==> config.mk <==
export PLATFORM = sky130hd
export DESIGN_NAME = hamming_serial_rx_flat
export DESIGN_NICKNAME = d
export VERILOG_FILES = /design/src/rtl/hamming_serial_rx_if.sv /design/src/rtl/hamming_serial_rx.sv /design/src/flat_wrapper.sv
export SDC_FILE = /design/constraint.sdc
export NUM_CORES = 1
export LEC_CHECK = 0
export CORE_UTILIZATION = 40
export DETAILED_ROUTE_END_ITERATION = 8
export SLEW_MARGIN = 10
export SYNTH_ARGS = -nofsm -noshare
export SYNTH_HDL_FRONTEND = slang
export SYNTH_SLANG_ARGS = --single-unit
export TNS_END_PERCENT = 50
==> constraint.sdc <==
create_clock -name clk -period 2.3 [get_ports clk]
set_input_delay 0.69 -clock clk [delete_from_list [all_inputs] [get_ports clk]]
set_output_delay 0.69 -clock clk [all_outputs]
set_load 0.05 [all_outputs]
==> src/rtl/hamming_serial_rx_if.sv <==
// Output handshake bundle for hamming_serial_rx: corrected nibble plus status
// flags, drained over valid/ready.
interface hamming_serial_rx_if;
  logic       out_valid;
  logic       out_ready;
  logic [3:0] out_data;
  logic       out_corrected;
  logic       out_error;

  modport master (
    output out_valid,
    input  out_ready,
    output out_data,
    output out_corrected,
    output out_error
  );

  modport slave (
    input  out_valid,
    output out_ready,
    input  out_data,
    input  out_corrected,
    input  out_error
  );
endinterface

==> src/rtl/hamming_serial_rx.sv <==
// Serial Hamming(7,4) frame receiver with single-error correction, output FIFO
// and link statistics. Define HAMMING_SECDED_EN for the 8-bit SECDED frame.
module hamming_serial_rx #(
  parameter int unsigned FIFO_DEPTH = 4,
  parameter int unsigned CNT_W      = 8
) (
  input  logic             clk,
  input  logic             rst,
  input  logic             enable,
  input  logic             serial_in,
  input  logic             clr_cnt,
  hamming_serial_rx_if.master dout,
  output logic             overflow,
  output logic [CNT_W-1:0] corr_cnt,
  output logic [CNT_W-1:0] err_cnt
);

`ifdef HAMMING_SECDED_EN
  localparam int unsigned N = 8;
`else
  localparam int unsigned N = 7;
`endif
  localparam int unsigned AW = $clog2(FIFO_DEPTH);

  localparam logic [1:0] IDLE  = 2'd0;
  localparam logic [1:0] SHIFT = 2'd1;
  localparam logic [1:0] CHECK = 2'd2;

  logic [1:0]   state;
  logic [2:0]   bit_cnt;
  logic [N-1:0] code;

  logic [3:0] raw_data;
  logic [2:0] syn;
  logic [3:0] fixed_data;
  logic [3:0] dec_data;
  logic       dec_corr;
  logic       dec_err;

  logic [5:0]  mem [FIFO_DEPTH];
  logic [AW:0] wr_ptr;
  logic [AW:0] rd_ptr;
  logic        full;
  logic        empty;
  logic        check_go;
  logic        push;
  logic        pop;
  logic [5:0]  head;

  always_ff @(posedge clk or negedge rst) begin
    if (!rst) begin
      state   <= IDLE;
      bit_cnt <= '0;
      code    <= '0;
    end else if (enable) begin
      case (state)
        IDLE: begin
          if (serial_in) begin
            state   <= SHIFT;
            bit_cnt <= '0;
          end
        end
        SHIFT: begin
          code[bit_cnt] <= serial_in;
          if (bit_cnt == 3'(N - 1)) state <= CHECK;
          else                      bit_cnt <= bit_cnt + 3'd1;
        end
        default: state <= IDLE;
      endcase
    end
  end

  always_comb begin
    raw_data   = code[3:0];
    syn[0]     = code[4] ^ code[3] ^ code[2] ^ code[0];
    syn[1]     = code[5] ^ code[3] ^ code[1] ^ code[0];
    syn[2]     = code[6] ^ code[2] ^ code[1] ^ code[0];
    fixed_data = raw_data;
    case (syn)
      3'b101:  fixed_data[2] = ~raw_data[2];
      3'b111:  fixed_data[0] = ~raw_data[0];
      3'b011:  fixed_data[3] = ~raw_data[3];
      3'b110:  fixed_data[1] = ~raw_data[1];
      default: fixed_data    = raw_data;
    endcase
    dec_data = raw_data;
    dec_corr = 1'b0;
    dec_err  = 1'b0;
`ifdef HAMMING_SECDED_EN
    // Overall parity separates single errors (incl. p0) from double errors.
    if (syn == 3'b000) begin
      dec_corr = ^code;
    end else if (^code) begin
      dec_corr = 1'b1;
      dec_data = fixed_data;
    end else begin
      dec_err = 1'b1;
    end
`else
    dec_corr = |syn;
    dec_data = fixed_data;
`endif
  end

  assign check_go = (state == CHECK) && enable;
  assign empty    = (wr_ptr == rd_ptr);
  assign full     = (wr_ptr[AW] != rd_ptr[AW]) && (wr_ptr[AW-1:0] == rd_ptr[AW-1:0]);
  assign push     = check_go && !full;
  assign pop      = dout.out_valid && dout.out_ready;

  always_ff @(posedge clk) begin
    if (push) mem[wr_ptr[AW-1:0]] <= {dec_err, dec_corr, dec_data};
  end

  always_ff @(posedge clk or negedge rst) begin
    if (!rst) begin
      wr_ptr <= '0;
      rd_ptr <= '0;
    end else begin
      if (push) wr_ptr <= wr_ptr + 1'b1;
      if (pop)  rd_ptr <= rd_ptr + 1'b1;
    end
  end

  assign head               = empty ? '0 : mem[rd_ptr[AW-1:0]];
  assign dout.out_valid     = !empty;
  assign dout.out_error     = head[5];
  assign dout.out_corrected = head[4];
  assign dout.out_data      = head[3:0];

  always_ff @(posedge clk or negedge rst) begin
    if (!rst) begin
      overflow <= 1'b0;
      corr_cnt <= '0;
    end else if (clr_cnt) begin
      overflow <= 1'b0;
      corr_cnt <= '0;
    end else if (check_go) begin
      if (full) overflow <= 1'b1;
      if (dec_corr && (corr_cnt != '1)) corr_cnt <= corr_cnt + 1'b1;
    end
  end

`ifdef HAMMING_SECDED_EN
  always_ff @(posedge clk or negedge rst) begin
    if (!rst) begin
      err_cnt <= '0;
    end else if (clr_cnt) begin
      err_cnt <= '0;
    end else if (check_go && dec_err && (err_cnt != '1)) begin
      err_cnt <= err_cnt + 1'b1;
    end
  end
`else
  assign err_cnt = '0;
`endif

endmodule

==> src/flat_wrapper.sv <==
// flat-port wrapper written by rule: the top's interface ports become plain ports
module hamming_serial_rx_flat 
#(
  parameter int unsigned FIFO_DEPTH = 4,
  parameter int unsigned CNT_W      = 8
)
  (clk, rst, enable, serial_in, clr_cnt, overflow, corr_cnt, err_cnt, dout_out_valid, dout_out_ready, dout_out_data, dout_out_corrected, dout_out_error);
  hamming_serial_rx_if dout_i ();
  input  logic clk;
  input  logic rst;
  input  logic enable;
  input  logic serial_in;
  input  logic clr_cnt;
  output logic overflow;
  output logic [CNT_W-1:0] corr_cnt;
  output logic [CNT_W-1:0] err_cnt;
  output wire logic [$bits(dout_i.out_valid)-1:0] dout_out_valid;
  input wire logic [$bits(dout_i.out_ready)-1:0] dout_out_ready;
  output wire logic [$bits(dout_i.out_data)-1:0] dout_out_data;
  output wire logic [$bits(dout_i.out_corrected)-1:0] dout_out_corrected;
  output wire logic [$bits(dout_i.out_error)-1:0] dout_out_error;
  assign dout_out_valid = dout_i.out_valid;
  assign dout_i.out_ready = dout_out_ready;
  assign dout_out_data = dout_i.out_data;
  assign dout_out_corrected = dout_i.out_corrected;
  assign dout_out_error = dout_i.out_error;
  hamming_serial_rx #(.FIFO_DEPTH(FIFO_DEPTH), .CNT_W(CNT_W)) u_core (.clk(clk), .rst(rst), .enable(enable), .serial_in(serial_in), .clr_cnt(clr_cnt), .dout(dout_i), .overflow(overflow), .corr_cnt(corr_cnt), .err_cnt(err_cnt));
endmodule
==> reports/results.txt, run 1 <==
starting density of the core - 42.2%
DRT Wirelength - 4280 um
CTS tree - yes
vias - 1662
Seq/Total Area, Yosys - 50.5%
Tmin final - 2.34 ns
worst min path class - flop to flop
Pre-antenna DRT Iters - 4
fmax - 0.427 GHz
synthesis-to-finish area growth - 19.7%
final setup TNS - -0.170 ns
Max Transition Viols Final - 0
post-synthesis async set-or-reset flop share - 57.4%
Power Total - 3.82 mW
vias in the first global route - 1607
synthesized-area fraction occupied by adder cells - 3.96%
status - finished, violations left
chip height - 81.5 um
Layout Nets - 262
Core Region - 5990 um2
Clock Tree Root - clkbuf_8
final hold viol count - 0
Detail Route Antenna Nets - 0
Synth area leader - dfrtp_1
Setup crit end kind - primary output
cts hold-fix bufs - 0
DRC violations left - 0
initial antenna violation count - 0
Post-synth EDFFs - 20
CP Class - flop to primary output
max incr delay on CP - 0.53 ns
compound-cell area share of the yosys netlist - 8.02%
Static Leak - 1.26 nW
Vias/cell - 5.13
yosys warns - 0
count leader, synth - dfrtp_1
Slew HR - 55.2%
layout cells sized above 1 - 24.9%
failing checks - negative setup slack
Synth Register Bits - 47
skew final - 0.00585 ns
Data arrival, critical path - 1.65 ns
Setup-failing EPs final - 5
fin crit share - 102%
pin count of the biggest net entering global routing - 28
CTS Buf Count - 5
critical path fanouts, max - 7
row cnt - 28
top cells by count, synth - dfrtp_1 (27), edfxtp_1 (20), a21oi_1 (14), nand3_1 (13)
Worst setup SP type - flop
initial DRC count - 82
Distinct cells, synth - 47
post-synthesis mux area share - 9.46%
PortBufs - 20
Setup WS post-layout - -0.0439 ns
H-Tree Depth - 2
Yosys top cell area share - 26.7%
worst-skew pair later-pin latency - 0.30 ns
worst slew pin tran - 0.665 ns
gr ovfl total - 0
required time worst endpoint - 1.61 ns
Max Cap Viol - 0
largest family of logic cells by synthesized area - simple AND/OR/NAND/NOR gates
clock sinks - 47
first-pass GRT wire length - 7360 um
drt wl/cell - 13.2 um
fillers - 532
Mapped Cells - 212
RSZ-0062 raised after global routing - true
maximum vdd drop - 706 uV
die width - 81.5 um
main area contributors after synthesis - dfrtp_1 (27%), edfxtp_1 (24%), mux4_2 (4.5%), mux2_2 (4.0%), ha_1 (4.0%)
ANT cells - 0
GP Congestion - 0.835
XOR/XNOR Fraction of Synth Area - 6.84%
pwr/cell area - 1260 nW/um2
die area - 6640 um2
Avg Cell Area, Syn - 11.9 um2
num ports - 30
mapped cell area - 2530 um2
Cell Chain, Critical Path - mux4_2 -> and2_4 -> buf_8
detailed placer's ending HPWL - 3220 um
Total GRT Usage - 14.9%
CP max stage cell - mux4_2
Max clock buf depth - 2
Simple-Gate Fraction of Synth Area - 14.7%
Worst-path clk slew - 0.08 ns
dominant synthesized flop cell - dfrtp_1
## state kept, by name, indices dropped and copies added (netlist names)
register,flops
u_core.bit_cnt,3
u_core.code,7
u_core.corr_cnt,8
u_core.mem,20
u_core.overflow,1
u_core.rd_ptr,3
u_core.state,2
u_core.wr_ptr,3
## area by class of cell
type / instances / area (um2) / area share, %
clock buffer: 6 / 72.6 / 2.40
clock inverter: 2 / 37.5 / 1.24
inverter: 7 / 26.3 / 0.869
multi-input combinational: 149 / 1140 / 37.8
sequential: 47 / 1280 / 42.3
tap: 75 / 93.8 / 3.10
timing repair buffer: 38 / 373 / 12.3
## layer usage
metal,track usage [%],vias to the layer above,wire [um]
li1,-,823,-
met1,18.6,809,2010
met2,24.9,25,2100
met3,3.33,5,119
met4,5.89,0,54
met5,0,-,0
## critical path: cells and delay by family (launching register included)
| family | cells | cell delay, ns |
|---|---|---|
| AND/OR/NAND/NOR | 1 | 0.18 |
| multiplexers | 1 | 0.53 |
| buffers and inverters | 1 | 0.14 |
| flip-flops | 1 | 0.50 |
## through the flow
step | hold slack [ns] | setup slack [ns] | utilization (%) | instances | area, um2
floorplan | 0.394 | 0.142 | - | 220 | 2560
global placement | 0.475 | -0.137 | 47.5 | 315 | 2850
detailed placement | 0.476 | -0.190 | 47.5 | 315 | 2850
CTS | 0.492 | -0.0818 | 50.3 | 324 | 3010
global route | 0.522 | -0.138 | 50.5 | 324 | 3020
finish | 0.486 | -0.0439 | 50.5 | 324 | 3020
## cell usage in the layout, fill, tap and decap left out, types with 2 or more instances in the layout
cell,count
or3_1,2
inv_1,7
mux2_2,9
nand2_1,9
nand3_1,13
o21ai_0,9
nor2_1,10
buf_8,5
conb_1,9
xnor2_1,6
mux4_2,5
o31ai_1,2
xor2_1,6
nor2b_1,4
a21oi_1,14
and2_4,5
dfrtp_1,25
dfrtp_2,2
dlymetal6s2s_1,2
nor3_1,5
ha_1,8
edfxtp_1,20
nor3b_1,2
and2_1,4
or4_1,3
clkbuf_8,5
clkdlybuf4s50_1,11
buf_4,19
o41ai_1,2
or4b_1,2
## path summary, 6_finish.rpt
check | depth (start not counted) | slack [ns] | startpoint | end
worst max-delay path | 3 | -0.04 | u_core.rd_ptr[0]$_DFFE_PN0P_ | dout_out_data[3]
max in group asynchronous | 2 | 1.26 | rst | u_core.rd_ptr[0]$_DFFE_PN0P_
worst max register to register | 5 | 0.19 | u_core.code[2]$_DFFE_PN0P_ | u_core.corr_cnt[3]$_DFFE_PN0P_
worst min register to register | 1 | 0.49 | u_core.wr_ptr[2]$_DFFE_PN0P_ | u_core.wr_ptr[2]$_DFFE_PN0P_
worst min-delay path | 1 | 0.49 | u_core.wr_ptr[2]$_DFFE_PN0P_ | u_core.wr_ptr[2]$_DFFE_PN0P_
min in group asynchronous | 2 | 0.76 | rst | u_core.corr_cnt[1]$_DFFE_PN0P_
## cell families (layout without fill, tap and decap cells)
kind of cell | Yosys count | after routing
XOR/XNOR | 15 | 15
multiplexers | 16 | 16
adder cells (fa/ha/maj) | 8 | 8
AO/OA/AOI/OAI | 34 | 34
flip-flops | 47 | 47
buffers and inverters | 24 | 53
other | 1 | 9
AND/OR/NAND/NOR | 67 | 67
## power by group
part | leakage [nW] | switching [mW] | internal (mW)
clock | 0.0514 | 0.268 | 0.324
combinational | 0.687 | 1.03 | 0.881
sequential | 0.525 | 0.183 | 1.13
## timing repair
action | 4_1_cts | 5_1_grt
endpoints found under the setup margin | 6 | 9
setup buffers | 1 | 0
hold endpoints to repair | 0 | 0
gates resized for setup | 16 | 4
Note: power is estimated with default switching activity, not from simulation.
==> run 2: changes to the inputs <==
DONT_BUFFER_PORTS = 1   (was not set)
==> run 2 against run 1 <==
Compared with the run above:
- core utilization fell by 4.3 points
- total power fell by 7.9%
- non-clock buffer count fell by 23
- first-iteration DRC count fell by 21%
- sequential share of layout area rose by 3.9 points
- largest cell class unchanged
- clock power rose by 1%
- global-route usage fell by 0.57 points
- largest power group unchanged
- the run now ends clean
- final cell count fell by 7.1%
- combinational power fell by 15%
- critical path type unchanged
==> reports/results.txt, run 2 (synthesis gave the netlist of run 1 again) <==
status - completed
drt wl/cell - 14.0 um
Max Transition Viols Final - 0
DRT Wirelength - 4200 um
gr ovfl total - 0
die area - 6640 um2
CP Class - flop to primary output
Tmin final - 2.24 ns
layout cells sized above 1 - 23.0%
CTS tree - yes
PortBufs - 0
initial DRC count - 65
Static Leak - 1.12 nW
detailed placer's ending HPWL - 3120 um
max incr delay on CP - 0.51 ns
Cell Chain, Critical Path - buf_6 -> mux4_2 -> and2_4
synthesis-to-finish area growth - 9.61%
first-pass GRT wire length - 7020 um
Largest register FFs - 20
final hold viol count - 0
fmax - 0.447 GHz
fin util - 46.2%
Non-Filler Instances - 301
num ports - 30
Pre-antenna DRT Iters - 4
pin count of the biggest net entering global routing - 28
Setup crit end kind - primary output
CTS Buf Count - 5
ANT cells - 0
Worst setup SP type - flop
vias in the first global route - 1450
Clock Tree Root - clkbuf_8
Detail Route Antenna Nets - 0
critical path fanouts, max - 8
Worst-path clk slew - 0.09 ns
H-Tree Depth - 2
initial antenna violation count - 0
row cnt - 28
CP bufs+invs - 1
skew final - 0.00467 ns
pwr/cell area - 1270 nW/um2
RSZ-0062 raised after global routing - true
Max clock buf depth - 2
Vias/cell - 5.13
commonest non-fill, non-tap cell in the layout - dfrtp_1
fillers - 562
Total GRT Usage - 14.3%
Max Cap Viol - 0
chip height - 81.5 um
Setup-failing EPs final - 0
required time worst endpoint - 1.61 ns
CP max stage cell - mux4_2
cts hold-fix bufs - 0
Data arrival, critical path - 1.55 ns
Inst Count DP - 292
worst-skew pair later-pin latency - 0.30 ns
die width - 81.5 um
final setup TNS - 0 ns
most frequent cells in the layout - dfrtp_1 (26), edfxtp_1 (20), a21oi_1 (14), buf_4 (14), nand3_1 (13)
worst min path class - input port to async pin
Largest delay share family, worst path - multiplexers
fin crit share - 97.2%
vias - 1545
Layout Nets - 239
DRC violations left - 0
GP Congestion - 0.799
Core Region - 5990 um2
maximum vdd drop - 850 uV
starting density of the core - 42.2%
clock sinks - 47
## run 2: layer usage
layer  up-vias  track usage [%]  share of wire (%)
met1       744             18.7                 49
met2        20             22.3                 46
met4         0             6.43                1.7
met3         8             3.56                3.3
met5         -                0                  0
li1        773                -                  -
## run 2: what timing repair did
action                     4_1_cts  5_1_grt
setup endpoints to repair        5       10
setup buffers                    0        1
gates resized for setup          5        3
## run 2: final cells by class
type / count / area [um2] / area share (%)
Sequential cell: 47 / 1280 / 46.1
Multi-Input combinational cell: 149 / 1140 / 41.3
Inverter: 7 / 26.3 / 0.949
Tap cell: 75 / 93.8 / 3.39
Clock buffer: 5 / 68.8 / 2.49
Clock inverter: 3 / 43.8 / 1.58
Timing Repair Buffer: 15 / 116 / 4.20
## run 2: path summary, 6_finish.rpt
path                                             endpoint  slack (ns)                         start  cells past startpoint
setup / recovery                         dout_out_data[2]        0.06  u_core.rd_ptr[0]$_DFFE_PN0P_                      3
hold reg to reg              u_core.wr_ptr[2]$_DFFE_PN0P_        0.49  u_core.wr_ptr[2]$_DFFE_PN0P_                      1
max in group asynchronous    u_core.rd_ptr[1]$_DFFE_PN0P_        2.14                           rst                      0
hold / removal             u_core.corr_cnt[0]$_DFFE_PN0P_        0.07                           rst                      0
min in group clk           u_core.corr_cnt[7]$_DFFE_PN0P_        0.44                       clr_cnt                      1
setup reg to reg           u_core.corr_cnt[3]$_DFFE_PN0P_        0.16    u_core.code[2]$_DFFE_PN0P_                      5
## run 2: stage by stage
stage               area (um2)  total power [mW]  hold WS (ns)  worst slack [ns]
finish                    2770              3.51        0.0728            0.0645
global placement          2630              2.81         0.395             0.164
detailed placement        2630              2.85         0.395             0.101
CTS                       2750              3.50        0.0617           0.00485
global route              2770              3.75        0.0480          -0.00689
floorplan                 2560              2.64         0.394             0.142
## run 2: where the power goes
group          switching, mW  leakage (nW)  internal (mW)
clock                  0.276        0.0581          0.324
sequential             0.157         0.526           1.13
combinational          0.992         0.539          0.639
## run 2: worst register-to-register path: stages, from the launching register on
cell and delay, ns:
dfrtp_1 0.48, xnor3_2 0.53, xnor2_4 0.27, a21oi_4 0.12, or4_1 0.52, a21oi_1 0.15
